**config.mk**
```make
export PLATFORM = sky130hd
export DESIGN_NAME = foreach_walk_ctrl
export DESIGN_NICKNAME = d
export VERILOG_FILES = /design/src/rtl/foreach_walk_pkg.sv /design/src/rtl/foreach_idx_step.sv /design/src/rtl/foreach_walk_ctrl.sv
export SDC_FILE = /design/constraint.sdc
export NUM_CORES = 1
export LEC_CHECK = 0
export ABC_CLOCK_PERIOD_IN_PS = 2450
export CAP_MARGIN = 20
export CELL_PAD_IN_SITES_DETAIL_PLACEMENT = 2
export CELL_PAD_IN_SITES_GLOBAL_PLACEMENT = 2
export CORE_ASPECT_RATIO = 1.4
export CORE_MARGIN = 2
export CORE_UTILIZATION = 32
export CTS_CLUSTER_DIAMETER = 150
export DETAILED_ROUTE_END_ITERATION = 10
export HOLD_SLACK_MARGIN = 0.06
export PLACE_DENSITY = 0.83
export SLEW_MARGIN = 15
export SYNTH_ARGS = -nofsm -noshare
export SYNTH_HDL_FRONTEND = slang
export SYNTH_HIERARCHICAL = 1
export SYNTH_SLANG_ARGS = --single-unit
```
**constraint.sdc**
```tcl
create_clock -name clk -period 2.45 [get_ports clk]
set_input_delay 0.49 -clock clk [delete_from_list [all_inputs] [get_ports clk]]
set_output_delay 0.49 -clock clk [all_outputs]
set_load 0.01 [all_outputs]
```
**src/rtl/foreach_walk_pkg.sv**
```systemverilog
// Shared types and helpers for the nested-index walk controller.
package foreach_walk_pkg;

    // Controller states.
    typedef enum logic [1:0] {
        StIdle = 2'd0,
        StReq  = 2'd1,
        StWait = 2'd2,
        StDone = 2'd3
    } state_e;

    // Accumulation mode: plain sum or shift-then-add.
    typedef enum logic {
        ModeSum      = 1'b0,
        ModeShiftAdd = 1'b1
    } mode_e;

    // Index/address width; a one-entry range still needs a 1-bit signal.
    function automatic int unsigned clog2_min1(input int unsigned n);
        return (n <= 1) ? 1 : $clog2(n);
    endfunction

endpackage

```
**src/rtl/foreach_idx_step.sv**
```systemverilog
// Advances (i, j, k) by one element: k innermost, then j (either direction), then i.
module foreach_idx_step
    import foreach_walk_pkg::*;
#(
    parameter int unsigned D0 = 2,
    parameter int unsigned D1 = 3,
    parameter int unsigned D2 = 4,
    localparam int unsigned IW = clog2_min1(D0),
    localparam int unsigned JW = clog2_min1(D1),
    localparam int unsigned KW = clog2_min1(D2)
) (
    input  logic [IW-1:0] i_i,
    input  logic [JW-1:0] j_i,
    input  logic [KW-1:0] k_i,
    input  logic          j_desc_i,
    output logic [IW-1:0] i_o,
    output logic [JW-1:0] j_o,
    output logic [KW-1:0] k_o,
    output logic          last_o
);

    localparam logic [IW-1:0] ILast = IW'(D0 - 1);
    localparam logic [JW-1:0] JTop  = JW'(D1 - 1);
    localparam logic [KW-1:0] KLast = KW'(D2 - 1);

    logic k_end;
    logic j_end;

    // Next index triple and end-of-walk flag for the current element.
    always_comb begin
        k_end  = (k_i == KLast);
        j_end  = j_desc_i ? (j_i == '0) : (j_i == JTop);
        i_o    = i_i;
        j_o    = j_i;
        k_o    = k_i;
        last_o = k_end && j_end && (i_i == ILast);
        if (!k_end) begin
            k_o = k_i + KW'(1);
        end else begin
            k_o = '0;
            if (!j_end) begin
                j_o = j_desc_i ? (j_i - JW'(1)) : (j_i + JW'(1));
            end else begin
                j_o = j_desc_i ? JTop : '0;
                i_o = (i_i == ILast) ? '0 : (i_i + IW'(1));
            end
        end
    end

endmodule

```
**src/rtl/foreach_walk_ctrl.sv**
```systemverilog
// Walks a D0 x D1 x D2 element space, reading each element and accumulating it.
module foreach_walk_ctrl
    import foreach_walk_pkg::*;
#(
    parameter int unsigned D0    = 2,
    parameter int unsigned D1    = 3,
    parameter int unsigned D2    = 4,
    parameter int unsigned DW    = 8,
    parameter int unsigned ACC_W = 32,
    localparam int unsigned IW = clog2_min1(D0),
    localparam int unsigned JW = clog2_min1(D1),
    localparam int unsigned KW = clog2_min1(D2),
    localparam int unsigned N  = D0 * D1 * D2,
    localparam int unsigned AW = clog2_min1(N),
    localparam int unsigned CW = clog2_min1(N + 1)
) (
    input  logic             clk,
    input  logic             rst,
    input  logic             start,
    input  logic             j_desc,
    input  logic             mode,
    input  logic             brk_en,
    input  logic [IW-1:0]    brk_i,
    input  logic [JW-1:0]    brk_j,
    input  logic [KW-1:0]    brk_k,
    output logic             rd_req,
    output logic [AW-1:0]    rd_addr,
    input  logic             rd_valid,
    input  logic [DW-1:0]    rd_data,
    output logic             busy,
    output logic             done,
    output logic [ACC_W-1:0] result,
    output logic [CW-1:0]    count
);

    state_e            state_q, state_d;
    logic [IW-1:0]     i_q, i_d;
    logic [JW-1:0]     j_q, j_d;
    logic [KW-1:0]     k_q, k_d;
    logic              jd_q, jd_d;
    mode_e             mode_q, mode_d;
    logic              be_q, be_d;
    logic [IW-1:0]     bi_q, bi_d;
    logic [JW-1:0]     bj_q, bj_d;
    logic [KW-1:0]     bk_q, bk_d;
    logic [ACC_W-1:0]  acc_q, acc_d;
    logic [CW-1:0]     cnt_q, cnt_d;
    logic [ACC_W-1:0]  res_q, res_d;

    logic [IW-1:0]     i_nx;
    logic [JW-1:0]     j_nx;
    logic [KW-1:0]     k_nx;
    logic              last;
    logic              hit;
    logic [ACC_W-1:0]  data_ext;
    logic [ACC_W-1:0]  acc_nx;
    int unsigned       addr_full;

    foreach_idx_step #(
        .D0 (D0),
        .D1 (D1),
        .D2 (D2)
    ) u_idx_step (
        .i_i      (i_q),
        .j_i      (j_q),
        .k_i      (k_q),
        .j_desc_i (jd_q),
        .i_o      (i_nx),
        .j_o      (j_nx),
        .k_o      (k_nx),
        .last_o   (last)
    );

    // Flat address, element data widening and break match for the current element.
    always_comb begin
        addr_full = 32'(i_q) * (D1 * D2) + 32'(j_q) * D2 + 32'(k_q);
        rd_addr   = AW'(addr_full);
        data_ext  = ACC_W'(rd_data);
        acc_nx    = (mode_q == ModeShiftAdd) ? ((acc_q << 1) + data_ext) : (acc_q + data_ext);
        // An out-of-range break index never equals a live index, so it is inert.
        hit       = be_q && (i_q == bi_q) && (j_q == bj_q) && (k_q == bk_q);
    end

    // Next-state logic: config latch on start, accumulate on each accepted element.
    always_comb begin
        state_d = state_q;
        i_d     = i_q;
        j_d     = j_q;
        k_d     = k_q;
        jd_d    = jd_q;
        mode_d  = mode_q;
        be_d    = be_q;
        bi_d    = bi_q;
        bj_d    = bj_q;
        bk_d    = bk_q;
        acc_d   = acc_q;
        cnt_d   = cnt_q;
        res_d   = res_q;
        unique case (state_q)
            StIdle: begin
                if (start) begin
                    jd_d    = j_desc;
                    mode_d  = mode_e'(mode);
                    be_d    = brk_en;
                    bi_d    = brk_i;
                    bj_d    = brk_j;
                    bk_d    = brk_k;
                    acc_d   = '0;
                    cnt_d   = '0;
                    i_d     = '0;
                    k_d     = '0;
                    j_d     = j_desc ? JW'(D1 - 1) : '0;
                    state_d = StReq;
                end
            end
            StReq: begin
                state_d = StWait;
            end
            StWait: begin
                if (rd_valid) begin
                    acc_d = acc_nx;
                    cnt_d = cnt_q + CW'(1);
                    if (last || hit) begin
                        // Result is loaded as DONE is entered so it is valid with the pulse.
                        res_d   = acc_nx;
                        state_d = StDone;
                    end else begin
                        i_d     = i_nx;
                        j_d     = j_nx;
                        k_d     = k_nx;
                        state_d = StReq;
                    end
                end
            end
            StDone: begin
                state_d = StIdle;
            end
            default: begin
                state_d = StIdle;
            end
        endcase
    end

    // State and datapath registers; reset aborts any walk.
    always_ff @(posedge clk or posedge rst) begin
        if (rst) begin
            state_q <= StIdle;
            i_q     <= '0;
            j_q     <= '0;
            k_q     <= '0;
            jd_q    <= 1'b0;
            mode_q  <= ModeSum;
            be_q    <= 1'b0;
            bi_q    <= '0;
            bj_q    <= '0;
            bk_q    <= '0;
            acc_q   <= '0;
            cnt_q   <= '0;
            res_q   <= '0;
        end else begin
            state_q <= state_d;
            i_q     <= i_d;
            j_q     <= j_d;
            k_q     <= k_d;
            jd_q    <= jd_d;
            mode_q  <= mode_d;
            be_q    <= be_d;
            bi_q    <= bi_d;
            bj_q    <= bj_d;
            bk_q    <= bk_d;
            acc_q   <= acc_d;
            cnt_q   <= cnt_d;
            res_q   <= res_d;
        end
    end

    // Status outputs decoded from the state register.
    always_comb begin
        rd_req = (state_q == StReq);
        busy   = (state_q != StIdle);
        done   = (state_q == StDone);
        result = res_q;
        count  = cnt_q;
    end

endmodule

```
Word-level counts from Yosys, hierarchy flattened
Index checks and enable logic that the tools add are counted.
{"block": "word_totals", "elab_cells": 86, "ff_bits": 84, "output_inout_bits": 45}
{"block": "classes", "n_eq_ne": 13, "n_addsub": 9, "n_reduce_logical": 17, "mul": 1, "n_mux": 33}
{"operator": "$mux W32", "n": 3}
{"operator": "$add A32 B8 Y32", "n": 2}
{"operator": "$pmux W32 S2", "n": 1}
{"operator": "$mux W2", "n": 15}
{"operator": "$mux W5", "n": 2}
{"operator": "$pmux W5 S2", "n": 1}
{"operator": "$eq A2 B2 Y1 const B", "n": 4}
{"operator": "$pmux W2 S2", "n": 2}
{"operator": "$pmux W2 S4", "n": 1}
{"operator": "$mux W1", "n": 7}
{"operator": "$ne A2 B2 Y1 const B", "n": 3}
{"operator": "$reduce_and A3 Y1", "n": 2}
{"operator": "$reduce_and A6 Y1", "n": 1}
{"operator": "$add A5 B1 Y5 const B", "n": 1}
{"operator": "$add A5 B2 Y5", "n": 1}
{"operator": "$add A5 B4 Y5", "n": 1}
{"operator": "$logic_and A1 B1 Y1", "n": 5}
{"operator": "$reduce_and A5 Y1", "n": 1}
{"operator": "$add A2 B1 Y2 const B", "n": 2}
{"operator": "$eq A2 B2 Y1", "n": 2}
{"operator": "$logic_not A2 Y1", "n": 2}
{"operator": "$ne A2 B1 Y1 const B", "n": 2}
{"operator": "$reduce_and A2 Y1", "n": 2}
{"operator": "$reduce_and A4 Y1", "n": 1}
{"operator": "other kinds (8)", "n": 9}

Longest topological paths before layout
{"block": "depth", "word_depth": 8, "mapped_depth": 9}

Hierarchy
The synthesis kept the hierarchy.
{"module": "foreach_walk_ctrl", "cells_each": 565, "area_per_inst_um2": 5298.8, "instances": 1, "seq_area_each_um2": 2102.0}
{"module": "foreach_idx_step", "cells_each": 15, "area_per_inst_um2": 97.6, "instances": 1, "seq_area_each_um2": 0.0}

Least setup slack after synthesis
OpenSTA, ideal clock, no wires.
{"block": "synth_path", "path_type": "input-to-reg", "startpoint": "in rd_data[0]", "endpoint": "reg res_q[24] (netlist: result[24])", "t_arrival_ns": 2.381, "slack_ns": -0.055, "n_path_buf": 0, "path_stages": 8, "path_cell_list": "ha_1 fa_1 a211oi_1 nor3_2 or2_1 a211oi_1 a211oi_1 mux2_2"}
{"block": "synth_between", "elab_chain_cells": 2, "word_cells_on_any_way": 3}
{"item": "start: declaration", "line": "foreach_walk_ctrl.sv:29", "source": "input logic [DW-1:0] rd_data,"}
{"item": "$add A32 B8 Y32", "line": "foreach_walk_ctrl.sv:79", "source": "acc_nx = (mode_q == ModeShiftAdd) ? ((acc_q << 1) + data_ext) : (acc_q + data_ext);"}
{"item": "$mux W32 *", "line": "foreach_walk_ctrl.sv:79"}
{"item": "end signal: assignment", "line": "foreach_walk_ctrl.sv:173", "source": "res_q <= res_d;"}
{"item": "end: declaration", "line": "foreach_walk_ctrl.sv:48", "source": "logic [ACC_W-1:0] res_q, res_d;"}
Mark *: on every way between the ends. The rest lies on a longest branch, timed or not.
A chain may end at the register's enable or synchronous reset.

Final worst setup path
{"block": "layout_path", "startpoint": "reg acc_q[0]", "endpoint": "reg res_q[24] (netlist: result[24])"}
{"block": "layout_between", "elab_chain_cells": 2, "word_cells_on_any_way": 3}
{"item": "start: declaration", "line": "foreach_walk_ctrl.sv:46", "source": "logic [ACC_W-1:0] acc_q, acc_d;"}
{"item": "start signal: assignment", "line": "foreach_walk_ctrl.sv:157", "source": "acc_q <= '0;"}
{"item": "start signal: assignment", "line": "foreach_walk_ctrl.sv:171", "source": "acc_q <= acc_d;"}
{"item": "$add A32 B8 Y32", "line": "foreach_walk_ctrl.sv:79"}
{"item": "$mux W32 *", "line": "foreach_walk_ctrl.sv:79"}
Marked as above.

==> impl_metrics.env <==
export IMPL_status="finished with violations"
export IMPL_violations="negative setup slack"
export IMPL_htreeDepth=3
export IMPL_finalHoldViolCount=0
export IMPL_async_flop_share_pct=100.0
export IMPL_crit_buf_inv=1
export IMPL_p_leak_uw=0.003278
export IMPL_grt_pass1_wl_microns=37620
export IMPL_grt_max_degree=85
export IMPL_final_area_sq_um=7900
export IMPL_core_area_sq_um=16610
export IMPL_fin_skew_ns=0.01272
export IMPL_vias_per_cell=6.083
export IMPL_cts_tree="done"
export IMPL_peakVddDrop_uv=361.9
export IMPL_yosysWarnings=6
export IMPL_cts_root_buffer="clkbuf_16"
export IMPL_hold_buffers=0
export IMPL_max_stage_delay_ns=0.43
export IMPL_ys_ff_latch=84
export IMPL_syn2layout_area_growth_pct=46.39
export IMPL_total_power_uw=8372
export IMPL_final_layout_size_suffix_gt1_share_pct=33.02
export IMPL_min_path_type="register to register"
export IMPL_clock_sinks=84
export IMPL_rsz0062_at_grt="true"
export IMPL_syn_area_sq_um=5396
export IMPL_path_clk_slew_ns=0.07
export IMPL_yosysSeqAreaShare_pct=38.95
export IMPL_grt_ovfl_total=0
export IMPL_first_pass_iters=5
export IMPL_ys_top_cells_by_area="dfrtp_1 39%, xor2_1 5.2%, nand2_1 5.0%"
export IMPL_cts_made_buffers=9
export IMPL_setup_viol=49
export IMPL_hpwl_microns=15480
export IMPL_vias=5712
export IMPL_crit_path_end_kind="register"
export IMPL_powerDensity_nw_per_um2=1060
export IMPL_ant_nets=0
export IMPL_fillCellCount=1698
export IMPL_grtUsageTotal_pct=27.68
export IMPL_synthCells=580
export IMPL_hold_slack_ns=0.4858
export IMPL_placed_area_sq_um=6804
export IMPL_worstPathArrival_ns=2.94
export IMPL_port_buffers=64
export IMPL_relSlewSlack_pct=56.69
export IMPL_clk_insertion_delay_late_ns=0.36
export IMPL_ctsLongestPathBuffers=2
export IMPL_synth_most_common_cell="dfrtp_1"
export IMPL_crit_family="compound AO/OA/AOI/OAI gates"
export IMPL_antenna_found_initial=0
export IMPL_tightest_slew_ns=0.6490
export IMPL_period_minus_slack_ns=2.707
export IMPL_cp_data_required_time_ns=2.68
export IMPL_synthTopCellsByCount="84 x dfrtp_1, 72 x nand2_1, 33 x o21ai_0"
export IMPL_worst_slack_ns=-0.2565
export IMPL_syn_num_nets=621
export IMPL_maxCapViolCount=0
export IMPL_wl_per_cell_microns=28.62
export IMPL_finalCritPeriodShare_pct=110.5
export IMPL_initial_utilization_pct=32.50
export IMPL_io_pins=65
export IMPL_drc=0
export IMPL_crit_top_cell="a211oi_4"
export IMPL_yosysTopAreaCell="dfrtp_1"
export IMPL_worstSetupStartpointType="register"
export IMPL_synth_top_area_share_pct=38.95
export IMPL_diodes=0
export IMPL_worstPathCellList="buf_6, ha_4, fa_2, a211oi_4, nor3_4, or2_4, a211oi_4, a211oi_2, mux2_4"
export IMPL_place_gp_congestion=0.8879
export IMPL_avgSynthCellArea_sq_um=9.304
export IMPL_max_freq_mhz=369.5
export IMPL_dieHeight_microns=157.7
export IMPL_die_w_microns=113.8
export IMPL_synth_edf_count=0
export IMPL_slew_viol_final=0
export IMPL_dieArea_sq_um=17930
export IMPL_crit_fanout=5
export IMPL_synth_ff_type="dfrtp_1"
export IMPL_grt_pass1_vias=6319
export IMPL_wirelength_microns=26880
export IMPL_fp_row_count=56
export IMPL_drt_initial_drc_count=385
export IMPL_ys_types=65
export IMPL_nets=772
export IMPL_crit_type="register to register"
export IMPL_crit_slowest_cell="fa_2"
[kinds of logic (layout without fill, tap and decap cells)]
logic type | count (synthesis) | count (layout) | synth area share, %
muxes | 28 | 28 | 5.565
AOI/OAI and AO/OA | 168 | 168 | 20.82
adders and majority gates | 21 | 21 | 5.286
buffers and inverters | 43 | 199 | 3.269
xor gates and xnor gates | 49 | 49 | 7.953
and+or+nand+nor | 187 | 187 | 18.15
DFF | 84 | 84 | 38.95
[metrics by stage]
step / instances / setup WS (ns) / util [%] / TNS [ns]
after detailed placement: 896 / -0.8142 / 40.97 / -34.12
after global placement: 896 / -0.6719 / 40.97 / -29.69
after floorplan: 580 / 0.01176 / - / 0
after global routing: 939 / -0.2874 / 47.57 / -8.617
after CTS: 927 / -0.1455 / 45.58 / -1.984
final: 939 / -0.2565 / 47.57 / -5.269
[tightest hold or removal path, cell delays in order, from the launching register on]
cell and delay (ns):
dfrtp_1 0.35, nand2_1 0.05, o31ai_1 0.06
[state kept, by name (all words and copies together), names as in the netlist]
register  cells
bj_q          2
jd_q          1
j_q           2
state_q       2
be_q          1
bi_q          1
k_q           2
acc_q        32
mode_q        1
bk_q          2
count         5
result       32
i_q           1
[power breakdown]
| group | total (uW) | switching (uW) | internal [uW] |
|---|---|---|---|
| Combinational | 4530 | 2530 | 2010 |
| Clock | 1480 | 631 | 849 |
| Sequential | 2360 | 574 | 1780 |
| Total | 8370 | 3730 | 4640 |
[cell usage in the layout, fill, tap and decap left out, types with 4 or more instances in the layout]
master           Yosys  final
nand3_1             17     12
o211ai_1             6      6
nand3_2              0      5
o21a_1               7      7
xnor2_1             17     15
nor2_1              19     17
inv_1                9      8
dlygate4sd2_1        0      8
a21oi_2              0      5
dfrtp_2              0      6
ha_4                 0     11
clkbuf_16            0      9
and2_1               7      7
ha_1                18      7
mux2_4               0      5
mux2_2              16     11
nand4_1             17     17
buf_6                0     11
a21oi_1             29     23
buf_4                0     95
o21ai_2              0     14
nand2_1             72     72
o21ai_0             33     21
a21o_1               7      7
a22o_1              19     19
o21ai_1             26     21
nor3_2               1      4
dfrtp_1             84     78
o31ai_1             10      8
xor2_1              32     31
clkdlybuf4s50_1      0     55
mux2i_1             12     12
nor3_1              12      7
[path summary, 6_finish.rpt]
check	from	end	slack [ns]	cells after the start
worst max-delay path	acc_q[0]	result[24]	-0.26	9
worst min-delay path	result[31]	result[31]	0.49	2
worst max register to register	acc_q[0]	result[24]	-0.26	9
worst min register to register	result[31]	result[31]	0.49	2
max in group asynchronous	rst	acc_q[19]	1.40	3
min in group asynchronous	rst	count[1]	0.61	3
[area by class of cell]
| cell class | instances | area (sq um) | area share, % |
|---|---|---|---|
| multi-input combinational | 453 | 3660 | 46.33 |
| tap | 203 | 254.0 | 3.215 |
| clock inverter | 5 | 60.06 | 0.7602 |
| timing repair buffer | 173 | 1523 | 19.27 |
| clock buffer | 11 | 252.7 | 3.199 |
| sequential | 84 | 2110 | 26.70 |
| inverter | 10 | 41.29 | 0.5226 |
[layer usage]
layer / wire length, microns / up-vias / global-route usage, %
met2: 14330 / 232 / 52.10
li1: - / 2409 / -
met3: 1019 / 94 / 3.714
met4: 1318 / 0 / 13.36
met1: 10210 / 2977 / 30.37
met5: 0 / - / 0
[timing repair]
| item | in CTS | in global routing |
|---|---|---|
| pin swaps | 37 | 28 |
| setup endpoints to repair | 56 | 65 |
| cloned | 0 | 0 |
| endpoints found under the hold margin | 0 | 0 |
| gates resized for setup | 82 | 51 |
| setup buffers | 16 | 13 |
No activity file was read; power rests on OpenSTA's default activity.
